--- src/rtl/score_seg_display.sv ---
// -----------------------------------------------------------------------------
// score_seg_display
//
// Shows the game score on the board's 4-digit seven-segment display.
// A 14-bit binary score is saturated to 9999. A sequential shift-add-3
// (double-dabble) engine then converts it to four BCD digits, and the digits
// are time-multiplexed onto the display.
//
// Parameters:
//   SCAN_DIV     oriclk cycles each digit stays selected (2 .. 2^20)
//
// Ports:
//   oriclk       in   system clock, rising edge
//   rst          in   asynchronous active-low reset
//   score[13:0]  in   binary score from the game core
//   score_valid  in   single-cycle strobe, sample score
//   blank        in   1 = display dark, scanning keeps running
//   busy         out  conversion in progress or pending
//   seg_select   out  digit enables, active-low, bit0 = units
//   seg_LED      out  segments, active-low, {g,f,e,d,c,b,a}
//
// Optional build macro:
//   SEG_LZ_BLANK_EN  leading-zero blanking (units digit always shown)
// -----------------------------------------------------------------------------
module score_seg_display #(
    parameter int SCAN_DIV = 100000
) (
    input  logic        oriclk,
    input  logic        rst,
    input  logic [13:0] score,
    input  logic        score_valid,
    input  logic        blank,
    output logic        busy,
    output logic [3:0]  seg_select,
    output logic [6:0]  seg_LED
);

    localparam int               CNT_W    = (SCAN_DIV > 1) ? $clog2(SCAN_DIV) : 1;
    localparam logic [CNT_W-1:0] CNT_LAST = CNT_W'(SCAN_DIV - 1);
    localparam logic [CNT_W-1:0] CNT_ONE  = CNT_W'(1);

    typedef enum logic {
        IDLE,
        SHIFT
    } state_t;

    // Saturate the incoming score to the largest 4-digit value.
    function automatic logic [13:0] clamp_score(input logic [13:0] v);
        return (v > 14'd9999) ? 14'd9999 : v;
    endfunction

    // One double-dabble step on {bcd[15:0], bin[13:0]}: every BCD nibble
    // >= 5 gets +3, then the whole vector shifts left by one.
    function automatic logic [29:0] dabble_step(input logic [29:0] v);
        logic [29:0] t;
        t = v;
        for (int i = 0; i < 4; i++) begin
            if (t[14 + 4*i +: 4] >= 4'd5) begin
                t[14 + 4*i +: 4] = t[14 + 4*i +: 4] + 4'd3;
            end
        end
        return t << 1;
    endfunction

    // Active-low {g,f,e,d,c,b,a}. Nibbles above 9 cannot occur; they go dark.
    function automatic logic [6:0] seg_encode(input logic [3:0] d);
        logic [6:0] s;
        case (d)
            4'd0:    s = 7'h40;
            4'd1:    s = 7'h79;
            4'd2:    s = 7'h24;
            4'd3:    s = 7'h30;
            4'd4:    s = 7'h19;
            4'd5:    s = 7'h12;
            4'd6:    s = 7'h02;
            4'd7:    s = 7'h78;
            4'd8:    s = 7'h00;
            4'd9:    s = 7'h10;
            default: s = 7'h7F;
        endcase
        return s;
    endfunction

    // Conversion state
    state_t      state_q, state_d;
    logic [13:0] bin_q, bin_d;
    logic [15:0] acc_q, acc_d;
    logic [3:0]  shcnt_q, shcnt_d;
    logic        pend_q, pend_d;
    logic [13:0] pend_val_q, pend_val_d;
    logic [15:0] disp_q, disp_d;
    logic [29:0] step;

    // Scan and output state
    logic [CNT_W-1:0] scan_q, scan_d;
    logic [1:0]       idx_q, idx_d;
    logic [3:0]       sel_q, sel_d;
    logic [6:0]       led_q, led_d;
    logic             show;

    // -------------------------------------------------------------------------
    // Conversion FSM: next state
    // -------------------------------------------------------------------------
    always_comb begin
        state_d    = state_q;
        bin_d      = bin_q;
        acc_d      = acc_q;
        shcnt_d    = shcnt_q;
        pend_d     = pend_q;
        pend_val_d = pend_val_q;
        disp_d     = disp_q;
        step       = dabble_step({acc_q, bin_q});

        case (state_q)
            IDLE: begin
                if (score_valid) begin
                    bin_d   = clamp_score(score);
                    acc_d   = '0;
                    shcnt_d = '0;
                    state_d = SHIFT;
                end
            end
            SHIFT: begin
                acc_d   = step[29:14];
                bin_d   = step[13:0];
                shcnt_d = shcnt_q + 4'd1;
                // A strobe during a conversion, including on its final edge,
                // is parked; the latest one wins.
                if (score_valid) begin
                    pend_d     = 1'b1;
                    pend_val_d = clamp_score(score);
                end
                if (shcnt_q == 4'd13) begin
                    // 14th shift: publish the whole result in one go.
                    disp_d = step[29:14];
                    if (score_valid || pend_q) begin
                        bin_d   = score_valid ? clamp_score(score) : pend_val_q;
                        acc_d   = '0;
                        shcnt_d = '0;
                        pend_d  = 1'b0;
                    end else begin
                        state_d = IDLE;
                    end
                end
            end
            default: state_d = IDLE;
        endcase
    end

    // -------------------------------------------------------------------------
    // Digit scan and registered outputs: next state
    // -------------------------------------------------------------------------
    always_comb begin
        scan_d = scan_q + CNT_ONE;
        idx_d  = idx_q;
        if (scan_q == CNT_LAST) begin
            scan_d = '0;
            idx_d  = idx_q + 2'd1;
        end

`ifdef SEG_LZ_BLANK_EN
        // Show a digit only if it or a more significant digit is non-zero;
        // the units position is always lit.
        show = (idx_q == 2'd0) || ((disp_q >> {idx_q, 2'b00}) != 16'd0);
`else
        show = 1'b1;
`endif

        if (blank || !show) begin
            sel_d = 4'b1111;
            led_d = 7'h7F;
        end else begin
            sel_d = ~(4'b0001 << idx_q);
            led_d = seg_encode(disp_q[{idx_q, 2'b00} +: 4]);
        end
    end

    // -------------------------------------------------------------------------
    // Registers with reset
    // -------------------------------------------------------------------------
    always_ff @(posedge oriclk or negedge rst) begin
        if (!rst) begin
            state_q <= IDLE;
            shcnt_q <= '0;
            pend_q  <= 1'b0;
            disp_q  <= '0;
            scan_q  <= '0;
            idx_q   <= '0;
            sel_q   <= 4'b1111;
            led_q   <= 7'h7F;
        end else begin
            state_q <= state_d;
            shcnt_q <= shcnt_d;
            pend_q  <= pend_d;
            disp_q  <= disp_d;
            scan_q  <= scan_d;
            idx_q   <= idx_d;
            sel_q   <= sel_d;
            led_q   <= led_d;
        end
    end

    // Datapath registers; always reloaded before use, so no reset needed.
    always_ff @(posedge oriclk) begin
        bin_q      <= bin_d;
        acc_q      <= acc_d;
        pend_val_q <= pend_val_d;
    end

    assign busy       = (state_q == SHIFT);
    assign seg_select = sel_q;
    assign seg_LED    = led_q;

endmodule
--- config.mk ---
export PLATFORM = sky130hd
export DESIGN_NAME = score_seg_display
export DESIGN_NICKNAME = d
export VERILOG_FILES = /design/src/rtl/score_seg_display.sv
export SDC_FILE = /design/constraint.sdc
export NUM_CORES = 1
export LEC_CHECK = 0
export CAP_MARGIN = 40
export CORE_MARGIN = 1.5
export CORE_UTILIZATION = 30
export DETAILED_ROUTE_END_ITERATION = 10
export PLACE_DENSITY = 0.57
export SETUP_SLACK_MARGIN = 0.05
export SYNTH_ARGS = -nofsm -noshare
export SYNTH_HDL_FRONTEND = slang
export SYNTH_SLANG_ARGS = --single-unit
--- constraint.sdc ---
create_clock -name oriclk -period 6.35 [get_ports oriclk]
set_input_delay 1.27 -clock oriclk [delete_from_list [all_inputs] [get_ports oriclk]]
set_output_delay 1.27 -clock oriclk [all_outputs]
set_load 0.01 [all_outputs]
==> metrics, run 1 <==
layout overhead on the synthesized area=16.9%; # DRC=0; most frequent cells after synthesis=44 x edfxtp_1, 44 x nor2_1, 41 x dfrtp_1, 41 x nand2_1, 33 x o21ai_0; number of global-route vias before repair=3152; worst hold path type=flop to flop; nature of the critical path endpoint=flop; layout cells sized above 1=11.5%; Worst Tran Pin Value=0.900 ns; clock sink count=96; Post-DP Area=5170 um2; core area=15200 um2; Num CTS Buffers=9; initial antenna violation count=0; crit-path max cell delay=0.81 ns; Post-synth EDFFs=44; ys async rst share=54.2%; Post-CTS Resized=0; TritonCTS clock tree=built; grt total ovfl=0; Reg power frac=45.7%; cell-internal power=1.46 mW; Synth Flop Type=edfxtp_1; critical path arrival=3.44 ns; relative slew slack=39.0%; ANT nets after route=0; Max Buffers Root-to-Sink=2; largest net degree at the start of global routing=53; # nets final=487; Final Wtd Congestion=0.752; Worst Clk Skew=0.00767 ns; worst vdd ir=0.131 mV; area leader, netlist=edfxtp_1; CP Cell Sequence=clkdlybuf4s50_1 -> inv_1 -> o311ai_1 -> o22ai_1 -> o221ai_1; total I/O pin count=30; Fillers=1530; number of cell rows=45; PortBufs=29; Fin Setup TNS=0 ns; setup bufs post-CTS=0; DR vias=3111; Comb power frac=30.6%; power density over the cells=397 nW/um2; HPWL Detailed=6.09 mm; Initial DRC Count=149; syn avg cell area=11.1 um2; CP top delay family=compound AO/OA/AOI/OAI gates; critical path type=input pin to flop; post-synth cell types=54; clock tree root buffer cell=clkbuf_16; fin crit share=51.5%; Syn. warnings=0; number of hold buffers added after CTS=0; final setup violation count=0; fin area=5450 um2; Seq/Total Area, Yosys=56.5%; Initial DRT Pass Iterations=4; Data required, critical path=6.52 ns; Finished Layout Cells=642; clk slew on worst S/H paths=0.07 ns; crit-path max FO=12; status=completed; Post-Place Cells=626; max frequency=305 MHz; count of pins over their slew limit=0; CP Buf/Inv Count=2; RSZ-0062 raised after global routing=false; total global-route track usage=11.7%; chip width=128 um; Total Power=2.17 mW; first-pass GRT wire length=15.1 mm; Critical Path Slowest Stage Cell=o311ai_1; H-tree Lvls=3; sw frac=32.4%; Worst setup SP type=input pin; Syn Std Cell Area=4670 um2; n_diodes=0; Clock power frac=23.7%; dpl ws=2.77 ns; leakage power=2.24 nW; FF+latch count, synth=96; initial core utilization=30.7%; Setup WS post-layout=3.08 ns; Clk Latency, worst-skew pair=0.34 ns; drt via density=4.85; Syn Nets=460; cell count after synthesis=422; Max-cap violations=0; routed len/inst=13.5 um; switching power=0.701 mW; total die area=16300 um2; fin crit period=3.27 ns; Yosys top cell area share=28.3%; Die H=128 um; Hold Fails Final Rpt=0; Routed WL=8.66 mm; largest cells by area after synthesis=edfxtp_1 28%, dfrtp_1 22%, dfstp_2 6.2%, ha_1 5.4%, nor2_1 3.5%
-- logic make-up after synthesis --
family | synth area share, %
muxes | 4.26
xor gates and xnor gates | 3.57
AOI/OAI and AO/OA | 12.2
and+or+nand+nor | 14.1
adders and majority gates | 5.36
buffers and inverters | 3.99
DFF | 56.5
-- metal layers --
metal,wire length [um],GRT usage [%],vias up
li1,-,-,1553
met1,4140,15.1,1505
met2,4130,19.3,45
met3,287,3.21,8
met4,97,3.30,0
met5,0,0,-
-- metrics by stage --
| stage | util (%) | hold slack [ns] |
|---|---|---|
| final | 35.9 | 0.476 |
| after CTS | 35.9 | 0.486 |
| after global routing | 35.9 | 0.519 |
| after global placement | 33.8 | 0.464 |
| after detailed placement | 34.0 | 0.472 |
| after floorplan | - | 0.443 |
-- layout by cell type, fill, tap and decap left out, types with 4 or more instances in the layout --
cell             count
clkdlybuf4s50_1     28
nand2_1             41
nand2b_1            10
nand3_1              7
a21oi_1             24
mux4_2               4
dfrtp_1             41
edfxtp_1            44
a221o_1              7
xor2_1               7
o21ai_0             33
dfstp_2             11
o31ai_1              4
ha_1                20
inv_1               29
clkbuf_16            9
xnor2_1             12
nor2_1              44
mux2_2               7
o22ai_1              5
nor3_1               4
nor3b_1              7
-- path summary, 6_finish.rpt --
check	startpoint	endpoint	slack, ns	cells past startpoint
setup / recovery	score[13]	bin_q[2]$_DFFE_PP_	3.08	5
hold / removal	disp_q[7]$_DFFE_PN0P_	disp_q[7]$_DFFE_PN0P_	0.48	2
setup reg to reg	shcnt_q[1]$_DFFE_PN0P_	bin_q[6]$_DFFE_PP_	4.34	5
hold reg to reg	disp_q[7]$_DFFE_PN0P_	disp_q[7]$_DFFE_PN0P_	0.48	2
max in group asynchronous	rst	busy$_DFF_PN0_	4.88	2
min in group asynchronous	rst	disp_q[7]$_DFFE_PN0P_	1.04	2
-- worst reg2reg max path: stages, from the launching register on --
cell and delay [ns]:
dfrtp_1 0.40, inv_1 0.08, ha_1 0.27, o2111ai_2 0.24, and2_1 0.38, a221o_1 0.40
-- power groups by stage --
stage | clock network (mW) | logic (mW) | registers (mW)
final | 0.513 | 0.663 | 0.989
after global routing | 0.555 | 0.762 | 1.01
after CTS | 0.528 | 0.675 | 0.991
after detailed placement | 0 | 0.674 | 1.00
after global placement | 0 | 0.642 | 0.996
after floorplan | 0 | 0.502 | 0.965
-- state kept, by name, indices dropped and copies added (netlist names) --
| signal | count |
|---|---|
| shcnt_q | 4 |
| busy | 1 |
| bin_q | 14 |
| pend_q | 1 |
| acc_q | 16 |
| scan_q | 17 |
| pend_val_q | 14 |
| seg_LED | 7 |
| seg_select | 4 |
| disp_q | 16 |
| idx_q | 2 |
-- layout make-up --
type	instances	area [um2]	area share, %
clock inverter	6	40.0	0.734
multi-input combinational	279	1840	33.8
sequential	96	2640	48.3
inverter	29	109	2.00
clock buffer	10	239	4.38
timing repair buffer	34	350	6.42
tap	188	235	4.31
No activity file was read; power rests on OpenSTA's default activity.
==> run 2, diff against run 1 <==
PLACE_DENSITY = 0.59   (was 0.57)
clock period = 2.9 ns   (was 6.35 ns; I/O delays follow)
==> metrics, run 2 (same netlist as run 1, synthesis figures left out) <==
core area=15200 um2 (unchanged); Max-cap violations=0 (unchanged); worst reg2reg path startpoint=idx_q[0]$_DFFE_PN0N_; reg2reg path depth=6 (+1); fin crit period=2.18 ns; worst hold path type=input pin to asynchronous set/reset pin; count of pins over their slew limit=0 (unchanged); crit-path max cell delay=0.73 ns (-0.08 ns); Data required, critical path=3.08 ns (-3.44 ns); grt total ovfl=0 (unchanged); worst vdd ir=0.328 mV (+150%); r2r endpoint=seg_LED[3]$_DFF_PN1_; Biggest register=scan_q; ANT nets after route=0 (unchanged); total global-route track usage=11.5% (-0.15 points); initial core utilization=30.7% (unchanged); HPWL Detailed=6.31 mm (+3.7%); leakage power=2.26 nW (+1.0%); fin crit share=75.2%; drt via density=4.86 (+0.19%); Final Wtd Congestion=0.844 (+12%); Num CTS Buffers=9 (unchanged); # DRC=0 (unchanged); Post-DP Area=5200 um2 (+0.48%); max frequency=458 MHz; DR vias=3151 (+1.3%); Clk Latency, worst-skew pair=0.34 ns (about the same); crit-path max FO=7 (-5); routed len/inst=13.3 um (-1.1%); critical path type=input pin to flop; Die H=128 um (unchanged); critical path arrival=2.36 ns (-1.08 ns); setup bufs post-CTS=0 (unchanged); Worst R2R Setup Slack=0.96 ns (-3.38 ns); Worst Tran Pin Value=0.832 ns (-0.0679 ns); Worst setup SP type=input pin; layout overhead on the synthesized area=17.9%; clock sink count=96 (unchanged); initial antenna violation count=0 (unchanged); relative slew slack=43.6% (+4.6 points); most frequent cells in the layout=44 x nor2_1, 44 x edfxtp_1, 41 x nand2_1, 41 x dfrtp_1, 33 x o21ai_0; total die area=16300 um2 (unchanged); layout cells sized above 1=12.6% (+1.1 points); Critical Path Slowest Stage Cell=o311ai_1; CP Cell Sequence=clkdlybuf4s50_1 -> nor4_1 -> o311ai_1 -> o22ai_1 -> o221ai_1; chip width=128 um (unchanged); Routed WL=8.65 mm (about the same); power density over the cells=877 nW/um2 (+120%); Fillers=1525 (-0.33%); TritonCTS clock tree=built; number of cell rows=45 (unchanged); Util after Layout=36.2% (+0.33 points); # nets final=494 (+1.4%); Initial DRT Pass Iterations=4 (unchanged); max reg flops=17 (unchanged); PortBufs=29 (unchanged); number of hold buffers added after CTS=0 (unchanged); H-tree Lvls=3 (unchanged); Max Buffers Root-to-Sink=2 (unchanged); n_diodes=0 (unchanged); final setup violation count=0 (unchanged); number of global-route vias before repair=3118 (-1.1%); status=completed; largest net degree at the start of global routing=32 (-40%); Hold Fails Final Rpt=0 (unchanged); Fin Setup TNS=0 ns (unchanged); clock tree root buffer cell=clkbuf_16; Worst Clk Skew=0.0123 ns (+0.00461 ns); RSZ-0062 raised after global routing=false; nature of the critical path endpoint=flop; fin area=5500 um2 (+0.92%); clk slew on worst S/H paths=0.07 ns (about the same); total I/O pin count=30 (unchanged); top flop regs=scan_q (17), acc_q (16), disp_q (16); Post-CTS Resized=0 (unchanged); Initial DRC Count=150 (+0.67%); first-pass GRT wire length=15.0 mm (-0.95%)
[run 2: layout make-up]
cell class / count / area (um2) / area share, %
Clock buffer: 9 / 225 / 4.09
Clock inverter: 7 / 78.8 / 1.43
Inverter: 29 / 109 / 1.98
Multi-Input combinational cell: 279 / 1840 / 33.5
Sequential cell: 96 / 2640 / 47.9
Tap cell: 188 / 235 / 4.27
Timing Repair Buffer: 41 / 375 / 6.82
[run 2: worst max path at each step]
stage           startpoint                     end  slack [ns]
2_1_floorplan  score_valid  acc_q[0]$_SDFFCE_PN0P_        0.77
3_3_place_gp   score_valid      bin_q[9]$_DFFE_PP_        0.42
3_5_place_dp   score_valid      bin_q[0]$_DFFE_PP_        0.39
4_1_cts           score[6]      bin_q[1]$_DFFE_PP_        0.74
5_1_grt        score_valid      bin_q[0]$_DFFE_PP_        0.61
6_report          score[6]      bin_q[1]$_DFFE_PP_        0.72
[run 2: metal layers]
metal / global-route usage [%] / wire length, um / vias to the layer above
met5: 0 / 0 / -
met1: 15.0 / 4180 / 1531
li1: - / - / 1558
met4: 3.37 / 42 / 0
met3: 2.88 / 238 / 4
met2: 19.1 / 4190 / 58
[run 2: per-stage QoR]
step	total power [mW]	setup slack, ns	hold slack, ns	instances
after floorplan	3.21	0.770	0.284	422
after global placement	3.60	0.417	0.462	633
after detailed placement	3.67	0.389	0.469	633
after CTS	4.88	0.742	0.256	649
after global routing	5.20	0.606	0.274	649
final	4.83	0.718	0.239	649
[run 2: power breakdown]
group | switching, mW | internal, mW
Clock | 0.526 | 0.679
Combinational | 0.782 | 0.682
Sequential | 0.228 | 1.93
Total | 1.54 | 3.29
[run 2: worst max-delay path: cells and delay by family]
kind	cells	cell delay, ns
compound gates	3	1.20
buf+inv	1	0.50
simple gates	1	0.08
